`config.mk`:
```
export PLATFORM = sky130hd
export DESIGN_NAME = ram_ctrl
export DESIGN_NICKNAME = d
export VERILOG_FILES = /design/src/rtl/ram_ctrl.sv
export SDC_FILE = /design/constraint.sdc
export NUM_CORES = 1
export LEC_CHECK = 0
export BUFFER_PORTS_ARGS = -buffer_cell sky130_fd_sc_hd__buf_4
export CAP_MARGIN = 20
export CORE_MARGIN = 2
export CORE_UTILIZATION = 34
export CTS_CLUSTER_DIAMETER = 60
export CTS_CLUSTER_SIZE = 8
export DETAILED_ROUTE_END_ITERATION = 16
export GPL_TIMING_DRIVEN = 0
export PLACE_DENSITY = 0.61
export SLEW_MARGIN = 0
export SYNTH_ARGS = -nofsm -noshare
export SYNTH_HDL_FRONTEND = slang
export SYNTH_SLANG_ARGS = --single-unit
```
`constraint.sdc`:
```
create_clock -name clk -period 2.2 [get_ports clk]
set_input_delay 0.44 -clock clk [delete_from_list [all_inputs] [get_ports clk]]
set_output_delay 0.44 -clock clk [all_outputs]
set_load 0.01 [all_outputs]
```
`src/rtl/ram_ctrl.sv`:
```
// ============================================================================
//  Module   : ram_ctrl
//  Purpose  : RAS/CAS sequencer for one parity-protected DRAM bank with
//             interleaved RAS-only refresh and odd-parity generation/check.
//  Revision : 1.0
// ============================================================================
`default_nettype none

module ram_ctrl #(
    parameter int REFRESH_INTERVAL = 64,
    parameter int PRECHARGE_CYC    = 1,
    parameter int REFRESH_RAS_CYC  = 2
) (
    input  logic        clk,
    input  logic        rst,
    input  logic        req,
    input  logic        req_we,
    input  logic [15:0] req_addr,
    input  logic [7:0]  req_wdata,
    output logic        ack,
    output logic [7:0]  rdata,
    output logic        par_err,
    output logic        par_sticky,
    input  logic        par_clr,
    output logic [7:0]  ma,
    output logic        ras_n,
    output logic        cas_n,
    output logic        we_n,
    output logic [7:0]  md_out,
    output logic        mdp_out,
    output logic        md_oe,
    input  logic [7:0]  md_in,
    input  logic        mdp_in,
    output logic        ref_ovf
);

    localparam logic [2:0] c_ST_IDLE = 3'd0;
    localparam logic [2:0] c_ST_ROW  = 3'd1;
    localparam logic [2:0] c_ST_COL  = 3'd2;
    localparam logic [2:0] c_ST_HOLD = 3'd3;
    localparam logic [2:0] c_ST_PRE  = 3'd4;
    localparam logic [2:0] c_ST_RROW = 3'd5;

    localparam int c_CNT_MAX = (PRECHARGE_CYC > REFRESH_RAS_CYC) ? PRECHARGE_CYC : REFRESH_RAS_CYC;
    localparam int c_CW      = (c_CNT_MAX < 2) ? 1 : $clog2(c_CNT_MAX);
    localparam int c_TW      = $clog2(REFRESH_INTERVAL);

    logic [2:0]      state_q, state_d;
    logic [c_CW-1:0] cnt_q, cnt_d;
    logic [15:0]     addr_q, addr_d;
    logic            req_we_q, req_we_d;
    logic [7:0]      wdata_q, wdata_d;
    logic [7:0]      ref_row_q, ref_row_d;
    logic [c_TW-1:0] timer_q, timer_d;
    logic            pend_q, pend_d;
    logic            ref_clr;
    logic            tick;

    logic            ack_q, ack_d;
    logic [7:0]      rdata_q, rdata_d;
    logic            par_err_q, par_err_d;
    logic            sticky_q, sticky_d;
    logic            ovf_q, ovf_d;
    logic            ras_n_q, ras_n_d;
    logic            cas_n_q, cas_n_d;
    logic            we_n_q, we_n_d;
    logic [7:0]      ma_q, ma_d;
    logic [7:0]      md_out_q, md_out_d;
    logic            mdp_out_q, mdp_out_d;
    logic            md_oe_q, md_oe_d;

    always_comb begin
        state_d   = state_q;
        cnt_d     = cnt_q;
        addr_d    = addr_q;
        req_we_d  = req_we_q;
        wdata_d   = wdata_q;
        ref_row_d = ref_row_q;
        ref_clr   = 1'b0;
        ack_d     = 1'b0;
        par_err_d = 1'b0;
        rdata_d   = rdata_q;
        case (state_q)
            c_ST_IDLE: begin
                if (pend_q) begin
                    state_d = c_ST_RROW;
                    cnt_d   = '0;
                end else if (req) begin
                    addr_d   = req_addr;
                    req_we_d = req_we;
                    wdata_d  = req_wdata;
                    state_d  = c_ST_ROW;
                end
            end
            c_ST_ROW:  state_d = c_ST_COL;
            c_ST_COL:  state_d = c_ST_HOLD;
            c_ST_HOLD: begin
                state_d = c_ST_PRE;
                cnt_d   = '0;
                ack_d   = 1'b1;
                if (!req_we_q) begin
                    rdata_d   = md_in;
                    par_err_d = ~(^{mdp_in, md_in});
                end
            end
            c_ST_PRE: begin
                if (cnt_q == c_CW'(PRECHARGE_CYC - 1)) begin
                    state_d = c_ST_IDLE;
                end else begin
                    cnt_d = cnt_q + 1'b1;
                end
            end
            c_ST_RROW: begin
                if (cnt_q == c_CW'(REFRESH_RAS_CYC - 1)) begin
                    state_d   = c_ST_PRE;
                    cnt_d     = '0;
                    ref_row_d = ref_row_q + 8'd1;
                    ref_clr   = 1'b1;
                end else begin
                    cnt_d = cnt_q + 1'b1;
                end
            end
            default: state_d = c_ST_IDLE;
        endcase
    end

    // Strobes and bus drive are decoded from the next state so every pin is a flop.
    always_comb begin
        ras_n_d   = 1'b1;
        cas_n_d   = 1'b1;
        we_n_d    = 1'b1;
        md_oe_d   = 1'b0;
        ma_d      = ma_q;
        md_out_d  = md_out_q;
        mdp_out_d = mdp_out_q;
        case (state_d)
            c_ST_ROW: begin
                ras_n_d = 1'b0;
                ma_d    = addr_d[15:8];
            end
            c_ST_COL, c_ST_HOLD: begin
                ras_n_d = 1'b0;
                cas_n_d = 1'b0;
                ma_d    = addr_q[7:0];
                if (req_we_q) begin
                    we_n_d    = 1'b0;
                    md_oe_d   = 1'b1;
                    md_out_d  = wdata_q;
                    mdp_out_d = ~(^wdata_q);
                end
            end
            c_ST_RROW: begin
                ras_n_d = 1'b0;
                ma_d    = ref_row_q;
            end
            default: ;
        endcase
    end

    // A tick that lands while the previous refresh is still owed is dropped;
    // one that coincides with the refresh completing re-arms the request.
    always_comb begin
        tick    = (timer_q == c_TW'(REFRESH_INTERVAL - 1));
        timer_d = tick ? '0 : timer_q + 1'b1;
        ovf_d   = tick && pend_q && !ref_clr;
        if (tick) begin
            pend_d = 1'b1;
        end else if (ref_clr) begin
            pend_d = 1'b0;
        end else begin
            pend_d = pend_q;
        end
        sticky_d = par_err_q | (sticky_q & ~par_clr);
    end

    always_ff @(posedge clk) begin
        if (rst) begin
            state_q   <= c_ST_IDLE;
            cnt_q     <= '0;
            addr_q    <= '0;
            req_we_q  <= 1'b0;
            wdata_q   <= '0;
            ref_row_q <= '0;
            timer_q   <= '0;
            pend_q    <= 1'b0;
            ack_q     <= 1'b0;
            rdata_q   <= '0;
            par_err_q <= 1'b0;
            sticky_q  <= 1'b0;
            ovf_q     <= 1'b0;
            ras_n_q   <= 1'b1;
            cas_n_q   <= 1'b1;
            we_n_q    <= 1'b1;
            ma_q      <= '0;
            md_out_q  <= '0;
            mdp_out_q <= 1'b0;
            md_oe_q   <= 1'b0;
        end else begin
            state_q   <= state_d;
            cnt_q     <= cnt_d;
            addr_q    <= addr_d;
            req_we_q  <= req_we_d;
            wdata_q   <= wdata_d;
            ref_row_q <= ref_row_d;
            timer_q   <= timer_d;
            pend_q    <= pend_d;
            ack_q     <= ack_d;
            rdata_q   <= rdata_d;
            par_err_q <= par_err_d;
            sticky_q  <= sticky_d;
            ovf_q     <= ovf_d;
            ras_n_q   <= ras_n_d;
            cas_n_q   <= cas_n_d;
            we_n_q    <= we_n_d;
            ma_q      <= ma_d;
            md_out_q  <= md_out_d;
            mdp_out_q <= mdp_out_d;
            md_oe_q   <= md_oe_d;
        end
    end

    assign ack        = ack_q;
    assign rdata      = rdata_q;
    assign par_err    = par_err_q;
    assign par_sticky = sticky_q;
    assign ref_ovf    = ovf_q;
    assign ras_n      = ras_n_q;
    assign cas_n      = cas_n_q;
    assign we_n       = we_n_q;
    assign ma         = ma_q;
    assign md_out     = md_out_q;
    assign mdp_out    = mdp_out_q;
    assign md_oe      = md_oe_q;

endmodule

`default_nettype wire

```
Word-level counts from Yosys, hierarchy flattened
Index checks and enable logic that the tools add are counted.
W data, S select, Z words.
{"block": "op_classes", "n_addsub": 3, "n_eq_ne": 11, "muxes": 22, "bitwise": 9, "reduce_logical": 19}
{"operator": "$mux W16", "n": 3}
{"operator": "$pmux W8 S3", "n": 1}
{"operator": "$pmux W3 S6", "n": 1}
{"operator": "$eq A3 B2 Y1 const B", "n": 4}
{"operator": "$mux W1", "n": 12}
{"operator": "$mux W3", "n": 4}
{"operator": "$eq A3 B3 Y1 const B", "n": 3}
{"operator": "$reduce_xor A9 Y1", "n": 1}
{"operator": "$add A8 B1 Y8 const B", "n": 1}
{"operator": "$reduce_and A2 Y1", "n": 4}
{"operator": "$reduce_xor A8 Y1", "n": 1}
{"operator": "$not A1 Y1", "n": 7}
{"operator": "$add A6 B1 Y6 const B", "n": 1}
{"operator": "$eq A3 B1 Y1 const B", "n": 2}
{"operator": "$eq A6 B6 Y1 const B", "n": 1}
{"operator": "$reduce_or A2 Y1", "n": 3}
{"operator": "$pmux W1 S4", "n": 1}
{"operator": "$reduce_bool A4 Y1", "n": 1}
{"operator": "$reduce_or A4 Y1", "n": 1}
{"operator": "$logic_not A3 Y1", "n": 1}
{"operator": "$reduce_and A3 Y1", "n": 1}
{"operator": "$reduce_bool A3 Y1", "n": 1}
{"operator": "$reduce_or A3 Y1", "n": 1}
{"operator": "$logic_and A1 B1 Y1", "n": 2}
{"operator": "6 further kinds", "n": 6}
{"block": "totals", "ff_bits": 77, "inputBits": 38, "out_inout_bits": 33, "elab_cells": 85}

Logic depth before layout (Yosys ltp)
{"block": "depth", "word_depth": 7, "ltp_mapped": 7, "mapped_depth_nobuf": 5}

Worst setup path after synthesis
OpenSTA, ideal clock, no wires.
{"block": "synth_timing", "path_type": "flip-flop to flip-flop", "from": "reg state_q[1]", "to": "reg ma_q[7] (netlist: ma[7])", "arrival_ps": 1392, "required_time_ps": 2067, "setup_slack_ps": 675, "stages_incl_launch_ff": 6, "period_less_slack_ps": 1525, "path_cell_list": "dfxtp_1 or4_1 and3_1 buf_2 nor2_1 a211oi_2"}
{"block": "synth_via", "elab_chain_len": 6}
{"item": "start: declaration", "line_no": "48", "text": "logic [2:0] state_q, state_d;"}
{"item": "start signal: assignment", "line_no": "178", "text": "state_q <= c_ST_IDLE;"}
{"item": "start signal: assignment", "line_no": "199", "text": "state_q <= state_d;"}
{"item": "$mux W3", "line_no": "88", "text": "end else if (req) begin"}
{"item": "$mux W3", "line_no": "85", "text": "if (pend_q) begin"}
{"item": "$pmux W3 S6", "line_no": "83", "text": "case (state_q)"}
{"item": "$eq A3 B2 Y1", "line_no": "136", "text": "case (state_d)"}
{"item": "$reduce_or A2 Y1"}
{"item": "$pmux W8 S3 / $reduce_bool A3 Y1 (equally long branches)"}
{"item": "end signal: assignment", "line_no": "215", "text": "ma_q <= ma_d;"}
{"item": "end: declaration", "line_no": "67", "text": "logic [7:0] ma_q, ma_d;"}
Parallel ways exist; a longest one is shown, timed or not.
A chain may end at the register's enable or synchronous reset.

Worst setup path after layout
{"block": "layout_timing", "from": "reg state_q[1]", "to": "reg ma_q[6] (netlist: ma[6])"}
The elaborated chain is that of the path after synthesis.

==> impl_metrics.csv <==
group,metric,value,unit
outcome,status,"complete, no violations",
timing,fin_worst_skew,9.02,ps
route,drc,0,
floorplanning,ios,71,
layout,n_antenna_cell,0,
logic_synthesis,postSynthCellCount,355,
logic_synthesis,synth_ff_type,"dfxtp_1",
cts,cts_buffer_depth,2,
power_and_ir_drop,switching_share,26.8,%
timing,fmax,547,MHz
route,dr.pass1.iters,4,
layout,fin_nets,475,
floorplanning,core,9240,sq um
timing,fin_crit_sh,83.1,%
cts,clkTransAtPathRegs,80,ps
power_and_ir_drop,p_switching,0.000879,W
floorplanning,die_x,102,um
cts,cts_htree_levels,3,
cts,cts_hold_buf,0,
logic_synthesis,syn-num-nets,395,
logic_synthesis,synth_area_per_cell,9.16,sq um
power_and_ir_drop,p_total,0.00328,W
layout,drive_above_1_share,27.0,%
route,num_vias,2671,
setup_path,crit_arrival,2030,ps
cts,post_cts_buffers,0,
power_and_ir_drop,seq_power_share,46.6,%
setup_path,start_kind,"flop",
global_routing,grt_pass1_vias,2536,
cts,clockRootBuffer,"clkbuf_8",
route,viasPerCell,4.69,
layout,final_area,4140,sq um
timing,max_slew.worst_pin.slew,572,ps
logic_synthesis,ys_types,45,
placed_design,place_area,3930,sq um
logic_synthesis,ys_warn_count,0,
global_routing,grt_max_degree,14,
layout,area_growth,27.4,%
global_routing,antenna_found_initial,0,
cts,cts_buffers,9,
timing,hold_violations,0,
global_routing,grt_overflow,0,
route,initialDrtViolationCount,116,
setup_path,cp-end-kind,"flop",
power_and_ir_drop,ir_drop,0.000311,V
timing,maxSlewViolCount,0,
global_routing,grt_pass1_wl,12200,um
logic_synthesis,yosysSeqAreaShare,47.4,%
timing,setup-tns-final,0,ps
floorplanning,die_h,102,um
placed_design,port_buffers,69,
placed_design,gp_congestion,0.866,
layout,final_cell_mix,"dfxtp_1, buf_4, nand2_1",
layout,final-instance-count-excl-fill,569,
setup_path,cp-startpoint,"state_q[1]",
layout,final_common_cell,"dfxtp_1",
timing,relSlewSlack,61.9,%
power_and_ir_drop,cell_internal_pwr,0.00240,W
floorplanning,rows,35,
min_path,hp-class,"in -> reg",
power_and_ir_drop,clkPwrFrac,35.4,%
setup_path,required,2400,ps
power_and_ir_drop,power_leakage,1.73,nW
cts,ctsResizeCount,0,
run,maxCapViolCount,0,
timing,setup-violations-final,0,
route,wirelength,7600,um
logic_synthesis,ys_ff_latch,77,
power_and_ir_drop,combPwrFrac,18.0,%
setup_path,r2r-start,"state_q[1]",
timing,fin_crit,1830,ps
cts,clock-sinks,77,
route,wl_per_cell,13.4,um
logic_synthesis,synth_edf_count,0,
placed_design,dp_cells,553,
min_path,holdCritStartpoint,"req_wdata[7]",
logic_synthesis,async_flop_share,0,%
floorplanning,dieArea,10400,sq um
placed_design,post-dp-hpwl,5430,um
power_and_ir_drop,p_per_area,791,nW/um^2
floorplanning,initial_utilization,35.2,%
global_routing,track_usage,15.2,%
setup_path,worst-setup-path-type,"reg -> reg",
timing,rsz0062_at_grt,"no",
logic_synthesis,netlist_area,3250,sq um
cts,clock_latency,350,ps
setup_path,cp_max_fo,8,
cts,cts_tree,"built",
route,ant_nets,0,
timing,whs,336,ps
[stage by stage]
step                util (%)  setup WS, ps
global route            44.8           257
CTS                     44.8           370
finish                  44.8           372
floorplan                  -           675
detailed placement      42.5           259
global placement        42.5           246
[critical path, stage by stage, from the launching register on]
cell and delay [ps]:
dfxtp_1 540, and4bb_1 300, a21o_1 270, a221oi_1 430, a211oi_1 140
[state kept, by name, indices dropped and copies added (netlist names), 3 cells and up]
| register | count |
|---|---|
| addr_q | 16 |
| ma | 8 |
| md_out | 8 |
| rdata | 8 |
| ref_row_q | 8 |
| state_q | 3 |
| timer_q | 6 |
| wdata_q | 8 |
[power by group through the flow]
stage | Clock [W] | Combinational (W) | Sequential (W)
after detailed placement | 0 | 0.000597 | 0.00156
after global routing | 0.00126 | 0.000653 | 0.00154
after global placement | 0 | 0.000593 | 0.00156
after CTS | 0.00119 | 0.000601 | 0.00153
after floorplan | 0 | 0.000376 | 0.00157
final | 0.00116 | 0.000590 | 0.00153
[synthesized netlist by cell type, types with 2 or more instances]
cell | number | area [sq um]
o21ai_0 | 2 | 10.0
nor2_1 | 32 | 120
a211oi_1 | 8 | 60.1
a21o_1 | 2 | 15.0
a21oi_1 | 32 | 160
o21ai_1 | 9 | 45.0
nand2_1 | 58 | 218
inv_1 | 5 | 18.8
clkbuf_1 | 12 | 45.0
and3_2 | 7 | 52.6
buf_2 | 3 | 15.0
a21boi_0 | 9 | 67.6
nand2b_1 | 2 | 12.5
nor2b_1 | 2 | 12.5
ha_1 | 2 | 25.0
and3_1 | 5 | 31.3
nor3_1 | 4 | 20.0
xor2_1 | 7 | 61.3
a221oi_1 | 8 | 70.1
buf_6 | 4 | 45.0
nand3b_1 | 2 | 15.0
xnor2_1 | 17 | 149
dfxtp_1 | 77 | 1540
nand4_1 | 3 | 18.8
nand3_1 | 4 | 20.0
mux2i_1 | 9 | 90.1
o21ba_2 | 8 | 80.1
buf_4 | 3 | 22.5
or4_1 | 2 | 15.0
and2_1 | 2 | 12.5
[kinds of logic after synthesis]
family / Yosys count / share of synthesized area [%]
buffers and inverters: 28 / 4.62
multiplexers: 9 / 2.77
XOR/XNOR: 26 / 7.66
adder cells (fa/ha/maj): 2 / 0.769
flip-flops: 77 / 47.4
AND/OR/NAND/NOR: 132 / 19.7
AO/OA/AOI/OAI: 81 / 17.0
[worst paths after layout]
check | cells after the start | to | slack, ps
hold / removal | 3 | wdata_q[7] | 340
hold reg to reg | 1 | timer_q[0] | 460
setup / recovery | 4 | ma[6] | 370
setup reg to reg | 4 | ma[6] | 370
[layout make-up]
cell class	count	area (sq um)
tap	129	161
timing repair buffer	69	518
clock inverter	7	88.8
buffer	22	128
multi-input combinational	250	1560
fill	943	5100
clock buffer	9	124
sequential	77	1540
inverter	6	22.5
[per-layer routing]
layer	track usage, %	share of wire (%)
met5	0	0
met4	6.24	1.6
met3	4.00	4.2
met2	24.5	47
met1	19.4	47
Note: power is estimated with default switching activity, not from simulation.
